`config.mk`:
```
export PLATFORM = sky130hd
export DESIGN_NAME = ee357_subword_store_unit
export DESIGN_NICKNAME = d
export VERILOG_FILES = /design/src/rtl/ee357_subword_store_unit.sv
export SDC_FILE = /design/constraint.sdc
export NUM_CORES = 1
export LEC_CHECK = 0
export ABC_AREA = 1
export BUFFER_PORTS_ARGS = -buffer_cell sky130_fd_sc_hd__buf_4
export CORE_MARGIN = 5
export CORE_UTILIZATION = 40
export CTS_CLUSTER_SIZE = 20
export DETAILED_ROUTE_END_ITERATION = 16
export GPL_ROUTABILITY_DRIVEN = 1
export GPL_TIMING_DRIVEN = 1
export PLACE_DENSITY = 0.71
export RECOVER_POWER = 50
export SYNTH_ARGS = -nofsm -noshare
export SYNTH_HDL_FRONTEND = slang
export SYNTH_SLANG_ARGS = --single-unit
```
`constraint.sdc`:
```
create_clock -name clk -period 5 [get_ports clk]
set_input_delay 0 -clock clk [delete_from_list [all_inputs] [get_ports clk]]
set_output_delay 0 -clock clk [all_outputs]
set_load 0.05 [all_outputs]
```
`src/rtl/ee357_subword_store_unit.sv`:
```
`default_nettype none
// ============================================================================
// Module   : ee357_subword_store_unit
// Brief    : SB/SH/SW store path. Narrows register data and merges sub-words
//            into memory by read-modify-write; defining
//            EE357_STORE_BYTE_ENABLE_EN replaces the read with lane enables.
// Revision : 1.0  initial release
// ============================================================================
module ee357_subword_store_unit #(
    parameter int ADDR_W = 32,
    parameter int DATA_W = 32
) (
    input  logic              clk,
    input  logic              rst,
    input  logic              start,
    input  logic [1:0]        size,
    input  logic [ADDR_W-1:0] addr,
    input  logic [DATA_W-1:0] wdata,
    output logic              busy,
    output logic              done,
    output logic              misalign,
    output logic [ADDR_W-1:0] mem_addr,
    output logic              mem_req,
    output logic              mem_we,
    output logic [DATA_W-1:0] mem_wdata,
    input  logic [DATA_W-1:0] mem_rdata,
    input  logic              mem_ack
`ifdef EE357_STORE_BYTE_ENABLE_EN
    ,
    output logic [3:0]        mem_be
`endif
);

    localparam logic [1:0] C_SZ_BYTE = 2'b00;
    localparam logic [1:0] C_SZ_HALF = 2'b01;
    localparam logic [1:0] C_SZ_WORD = 2'b10;

    typedef enum logic [2:0] {
        S_IDLE = 3'd0,
        S_RD   = 3'd1,
        S_WR   = 3'd2,
        S_FIN  = 3'd3,
        S_ERR  = 3'd4
    } state_t;

    state_t r_state;
    state_t w_next;
    logic   w_misalign;

    // size 11 is reserved and folded into the misaligned case
    assign w_misalign = (size == 2'b11)
                      | ((size == C_SZ_HALF) & addr[0])
                      | ((size == C_SZ_WORD) & (addr[1:0] != 2'b00));

    always_ff @(posedge clk) begin
        if (rst) begin
            r_state <= S_IDLE;
        end else begin
            r_state <= w_next;
        end
    end

    always_comb begin
        w_next   = r_state;
        busy     = 1'b1;
        done     = 1'b0;
        misalign = 1'b0;
        mem_req  = 1'b0;
        mem_we   = 1'b0;
        case (r_state)
            S_IDLE: begin
                busy = 1'b0;
                if (start) begin
                    if (w_misalign) begin
                        w_next = S_ERR;
`ifdef EE357_STORE_BYTE_ENABLE_EN
                    end else begin
                        w_next = S_WR;
`else
                    end else if (size == C_SZ_WORD) begin
                        w_next = S_WR;
                    end else begin
                        w_next = S_RD;
`endif
                    end
                end
            end
            S_RD: begin
                mem_req = 1'b1;
                if (mem_ack) begin
                    w_next = S_WR;
                end
            end
            S_WR: begin
                mem_req = 1'b1;
                mem_we  = 1'b1;
                if (mem_ack) begin
                    w_next = S_FIN;
                end
            end
            S_FIN: begin
                done   = 1'b1;
                w_next = S_IDLE;
            end
            S_ERR: begin
                misalign = 1'b1;
                w_next   = S_IDLE;
            end
            default: begin
                w_next = S_IDLE;
            end
        endcase
    end

`ifdef EE357_STORE_BYTE_ENABLE_EN
    logic [3:0] r_be;

    assign mem_be = mem_we ? r_be : 4'b0000;

    // Data is replicated across all lanes so the enables alone pick the target bytes
    always_ff @(posedge clk) begin
        if (rst) begin
            mem_addr  <= '0;
            mem_wdata <= '0;
            r_be      <= 4'b0000;
        end else if ((r_state == S_IDLE) && start) begin
            mem_addr <= {addr[ADDR_W-1:2], 2'b00};
            case (size)
                C_SZ_BYTE: begin
                    mem_wdata <= {4{wdata[7:0]}};
                    r_be      <= 4'b0001 << addr[1:0];
                end
                C_SZ_HALF: begin
                    mem_wdata <= {2{wdata[15:0]}};
                    r_be      <= addr[1] ? 4'b1100 : 4'b0011;
                end
                default: begin
                    mem_wdata <= wdata;
                    r_be      <= 4'b1111;
                end
            endcase
        end
    end
`else
    logic        r_half;
    logic [1:0]  r_lane;
    logic [15:0] r_wdata;
    logic [31:0] w_merged;

    always_comb begin
        w_merged = mem_rdata;
        if (r_half) begin
            if (r_lane[1]) begin
                w_merged[31:16] = r_wdata;
            end else begin
                w_merged[15:0] = r_wdata;
            end
        end else begin
            w_merged[{r_lane, 3'b000} +: 8] = r_wdata[7:0];
        end
    end

    // mem_wdata only changes at capture or on read ack, so it is stable through WR
    always_ff @(posedge clk) begin
        if (rst) begin
            mem_addr  <= '0;
            mem_wdata <= '0;
            r_half    <= 1'b0;
            r_lane    <= 2'b00;
            r_wdata   <= '0;
        end else if ((r_state == S_IDLE) && start) begin
            mem_addr <= {addr[ADDR_W-1:2], 2'b00};
            r_half   <= size[0];
            r_lane   <= addr[1:0];
            r_wdata  <= wdata[15:0];
            if (size == C_SZ_WORD) begin
                mem_wdata <= wdata;
            end
        end else if ((r_state == S_RD) && mem_ack) begin
            mem_wdata <= w_merged;
        end
    end
`endif

endmodule
`default_nettype wire

```
Word-level counts from Yosys, hierarchy flattened

Cells that the tools add are included.

Register bits: 84
Output and inout port bits: 69
Logic and storage cells: 50

Add/subtract/negate cells: 1
Eq/ne operators: 11
Shift-type cells: 2
Muxes and demuxes: 18
Bitwise gates (word level): 4
Reductions and logical operators: 8

Operators by type and width:

| operator                 | count |
|---|---|
| $mux W32                 | 4 |
| $bwmux W32               | 1 |
| $mux W16                 | 2 |
| $shift A8 B7 Y32 const A | 1 |
| $shiftx A8 B7 Y32        | 1 |
| $mux W3                  | 4 |
| $pmux W3 S3              | 1 |
| $ne A2 B2 Y1 const B     | 4 |
| $neg A5 Y7               | 1 |
| $eq A3 B2 Y1 const B     | 2 |
| $mux W1                  | 5 |
| $eq A2 B2 Y1 const B     | 2 |
| $reduce_bool A2 Y1       | 2 |
| $eq A3 B1 Y1 const B     | 1 |
| $eq A3 B3 Y1 const B     | 1 |
| $logic_not A3 Y1         | 1 |
| $reduce_and A3 Y1        | 1 |
| $and A1 B1 Y1            | 2 |
| $eq A2 B1 Y1 const B     | 1 |
| $logic_and A1 B1 Y1      | 2 |
| $mux W2                  | 1 |
| $or A1 B1 Y1             | 2 |
| $reduce_and A2 Y1        | 1 |
| $reduce_or A2 Y1         | 1 |

Longest topological paths before layout

Depth in word-level cells: 7
Mapped depth: 13
Depth with buffers taken out: 11

Worst setup path before layout

Ideal clock, no wire load.

Path kind: flip-flop to flip-flop
From: register r_lane[1]
To: register mem_wdata[21]
Library setup time: 0.064 ns
Data arrival time: 1.882 ns
Data required time: 4.936 ns
Path slack: 3.054 ns
Cell stages (with the launch flop): 12
Period minus slack after synthesis: 1.946 ns
Cells stage by stage: dfxtp_1 -> clkinv_1 -> clkbuf_1 -> ha_1 -> inv_1 -> nor2_1 -> nand2_1 -> o21ai_0 -> nand2_1 -> nand2_1 -> nor2_1 -> nor2_1

Word-level cells in the longest chain between the ends: 6
Elaborated cells on any way between the ends: 8

RTL lines:

| item                                                         | RTL line | RTL |
|---|---|---|
| start: declaration                                           | 146      | `logic [1:0] r_lane;` |
| start signal: assignment                                     | 174      | `r_lane <= addr[1:0];` |
| $neg A5 Y7                                                   | 159      | `w_merged[{r_lane, 3'b000} +: 8] = r_wdata[7:0];` |
| $shiftx A8 B7 Y32 / $shift A8 B7 Y32 (equally long branches) | 159      |  |
| $bwmux W32                                                   | 159      |  |
| $mux W32 (*)                                                 | 152      | `if (r_half) begin` |
| $mux W32 (*)                                                 | 179      | `end else if ((r_state == S_RD) && mem_ack) begin` |
| $mux W32 (*)                                                 | 171      | `end else if ((r_state == S_IDLE) && start) begin` |
| end signal: assignment                                       | 177      | `mem_wdata <= wdata;` |
| end signal: assignment                                       | 180      | `mem_wdata <= w_merged;` |
| end: declaration                                             | 25       | `output logic [DATA_W-1:0] mem_wdata,` |

Every way passes the cells marked *; elsewhere a longest branch is shown, timed or not. The select of a mux whose other input is x is not followed.
A chain may end at the register's enable or synchronous reset.

Worst setup path after layout

From: register r_state[0]
To: register mem_wdata[29]

Word-level cells in the longest chain between the ends: 4
Elaborated cells on any way between the ends: 8

RTL lines:

| item                                                                | RTL line | RTL |
|---|---|---|
| start: declaration                                                  | 46       | `state_t r_state;` |
| start signal: assignment                                            | 59       | `r_state <= w_next;` |
| $eq A3 B1 Y1 / $logic_not A3 Y1 (equally long branches)             | 179, 171 |  |
| $logic_and A1 B1 Y1 (on tied branches)                              | 179, 171 |  |
| $reduce_bool A2 Y1 (no line) / $ne A2 B2 Y1 (equally long branches) | n/a      |  |
| $reduce_and A2 Y1 (no line)                                         | n/a      |  |

Several ways; a longest one is shown, not always the timed one.

==> impl_metrics.yaml <==
run_status:
  status: "finished, violations left"
  violations: "max-capacitance violations"
detailed_routing:
  firstDrtPassIters: 7
  routed_via_density: 4.94
  ant_nets: 0
  wl_per_cell_um: 14.4
  drc: 0
  drt_wl_total_mm: 16.2
  num_vias: 5564
  drt_iter0_markers: 387
worst_setup_path:
  reg2reg_slack_ns: 1.62
  crit_fanout: 73
  end_kind: "flip-flop"
  crit_path_start_kind: "flip-flop"
  startpoint: "r_state[0]$_SDFFE_PP0P_"
  cp.required_ns: 5.29
  arrival_ns: 3.66
  crit_type: "flip-flop to flip-flop"
  r2r_cells: 9
  r2r_end: "mem_wdata[29]$_SDFFE_PP0P_"
  reg2reg_from: "r_state[0]$_SDFFE_PP0P_"
  worstSetupEndpoint: "mem_wdata[29]$_SDFFE_PP0P_"
power:
  power_mw: 3.30
  p_leak_nw: 3.20
  ir_drop_mv: 0.366
  power_density_mw_per_mm2: 503
sta:
  setup_viol: 0
  hold_violations: 0
  clock_skew_ns: 0.00666
  slew_viol_final: 0
  finalCritPeriodShare_pct: 67.5
  fmax_ghz: 0.296
  worst_slack_ns: 1.62
  tightest_slew_ns: 1.49
  fin_crit_ns: 3.38
  tns_ns: 0
  max_slew_margin_pct: 0.478
  rsz0062_at_grt: "no"
yosys:
  ys_seq_elements: 84
  synthDistinctLibCells: 28
  synthArstFlopShare_pct: 0
  synth_edf_count: 0
  synthMostInstantiatedCell: "nand2_1"
  netlist_instances: 785
  synth_area_mm2: 0.00478
  synth_top_area_share_pct: 35.2
  synth_area_leader_cell: "dfxtp_1"
  synth_ff_type: "dfxtp_1"
  synth_seq_area_share_pct: 35.2
  syn_area_per_cell_um2: 6.09
  synth_commonest_cells: "nand2_1 (230), inv_1 (111), nor2_1 (96)"
  ys_top_cells_by_area: "dfxtp_1 (35%), nand2_1 (18%), inv_1 (8.7%)"
  ys_warn_count: 0
grt:
  track_usage_pct: 22.7
  overflow: 0
  grt_max_degree: 74
  grt_pass1_wl_mm: 26.4
  antenna_found_initial: 0
  first_global_vias: 5336
cells_and_area:
  area_growth_syn_to_layout_pct: 37.6
  drive_gt1_share_pct: 12.7
  n_antenna_cell: 0
  nets: 1083
  final_cells: 1127
die:
  core_mm2: 0.0119
  die_x_um: 119
  fp.dieH_um: 119
  die-area_mm2: 0.0142
  start_util_pct: 40.3
  ios: 171
  row_count: 40
clocking:
  cts_made_buffers: 9
  post_cts_buffers: 0
  cts-root-buf: "clkbuf_16"
  h-tree-depth: 3
  cts.path.max_buffers: 2
  cts_sinks: 84
  insertion_delay_ns: 0.35
  clk_pin_slew_ns: 0.06
  cts_tree: "built"
placement:
  dp_hpwl_mm: 10.9
  numPortBuffers: 168
  gp_congestion: 0.880
  dp.cells: 1060
  pre_cts_ws_ns: 2.09
run:
  drv_cap: 1
hold_path:
  hold_class: "input port to flip-flop"
worst min path at each step:
stage,start,end,cells after the start
2_1_floorplan,addr[10],mem_addr[10]$_SDFFE_PP0P_,2
3_3_place_gp,addr[21],mem_addr[21]$_SDFFE_PP0P_,3
3_5_place_dp,addr[31],mem_addr[31]$_SDFFE_PP0P_,3
4_1_cts,wdata[29],mem_wdata[29]$_SDFFE_PP0P_,5
5_1_grt,wdata[0],r_wdata[0]$_SDFFE_PP0P_,5
6_report,wdata[14],r_wdata[14]$_SDFFE_PP0P_,5
worst max-delay path, cell delays in order, from the launching register on:
cell and delay (ns):
dfxtp_1 0.40, nor2_1 0.09, nand3_1 0.55, clkbuf_2 1.20, nand2_1 0.10, inv_1 0.56, nand2_1 0.11, nand2_1 0.11
nor2_1 0.05, nor2_1 0.07
flip-flops by register name, summed over array words and instances (netlist names):
signal,count
mem_wdata,32
mem_addr,30
r_wdata,16
r_state,3
r_lane,2
r_half,1
per-stage QoR:
stage / utilization, % / hold WS (ns) / instance area, um^2
global route: 55.4 / 0.0191 / 6570
detailed placement: 50.8 / 0.259 / 6020
finish: 55.4 / 0.00281 / 6570
CTS: 57.7 / 0.000650 / 6840
floorplan: - / 0.144 / 4780
global placement: 50.8 / 0.253 / 6020
power by group:
part           leakage (nW)  internal [mW]  switching (mW)
Combinational          2.37          0.409            1.24
Sequential            0.689          0.841           0.127
Clock                 0.145          0.413           0.275
layout make-up:
| cell class | count | area (um^2) |
|---|---|---|
| multi-input cells | 543 | 2420 |
| flip-flops and latches | 84 | 1680 |
| repair buffers | 223 | 1550 |
| fillers | 1254 | 5290 |
| well taps | 147 | 184 |
| clock buffers | 12 | 256 |
| clock inverters | 3 | 46.3 |
| inverters | 115 | 432 |
cell usage in the layout, fill, tap and decap left out:
master / count
a211oi_1: 1
a21oi_1: 73
a41oi_1: 1
buf_4: 104
bufinv_16: 1
clkbuf_1: 67
clkbuf_16: 9
clkbuf_2: 1
clkbuf_8: 2
clkinv_1: 2
clkinv_4: 1
clkinvlp_4: 1
conb_1: 2
dfxtp_1: 84
dlygate4sd3_1: 52
ha_1: 5
inv_1: 111
inv_2: 2
nand2_1: 230
nand3_1: 32
nand3b_1: 1
nand4_2: 1
nor2_1: 97
nor3_1: 3
o211ai_1: 16
o21a_1: 1
o21ai_0: 63
o21ai_1: 5
o21ai_2: 1
o22ai_1: 10
or2_2: 1
layer usage:
layer	vias up	GRT usage (%)	part of all wire [%]
li1	2843	-	-
met1	2499	27.7	42
met2	204	37.8	48
met3	18	8.07	8.8
met4	0	6.30	1.3
met5	-	0	0
logic make-up (layout without fill, tap and decap cells):
kind of cell / count (synthesis) / count (layout) / share of synthesized area (%)
DFF: 84 / 84 / 35.2
AOI/OAI and AO/OA: 171 / 171 / 19.3
other: 1 / 2 / 0.0785
buffers and inverters: 159 / 353 / 13.8
and+or+nand+nor: 365 / 365 / 30.3
adders and majority gates: 5 / 5 / 1.31
timing repair:
action | CTS | global route
hold buffers | 52 | 0
endpoints found under the hold margin | 52 | 0
resized for setup | 0 | 0
No activity file was read; power rests on OpenSTA's default activity.
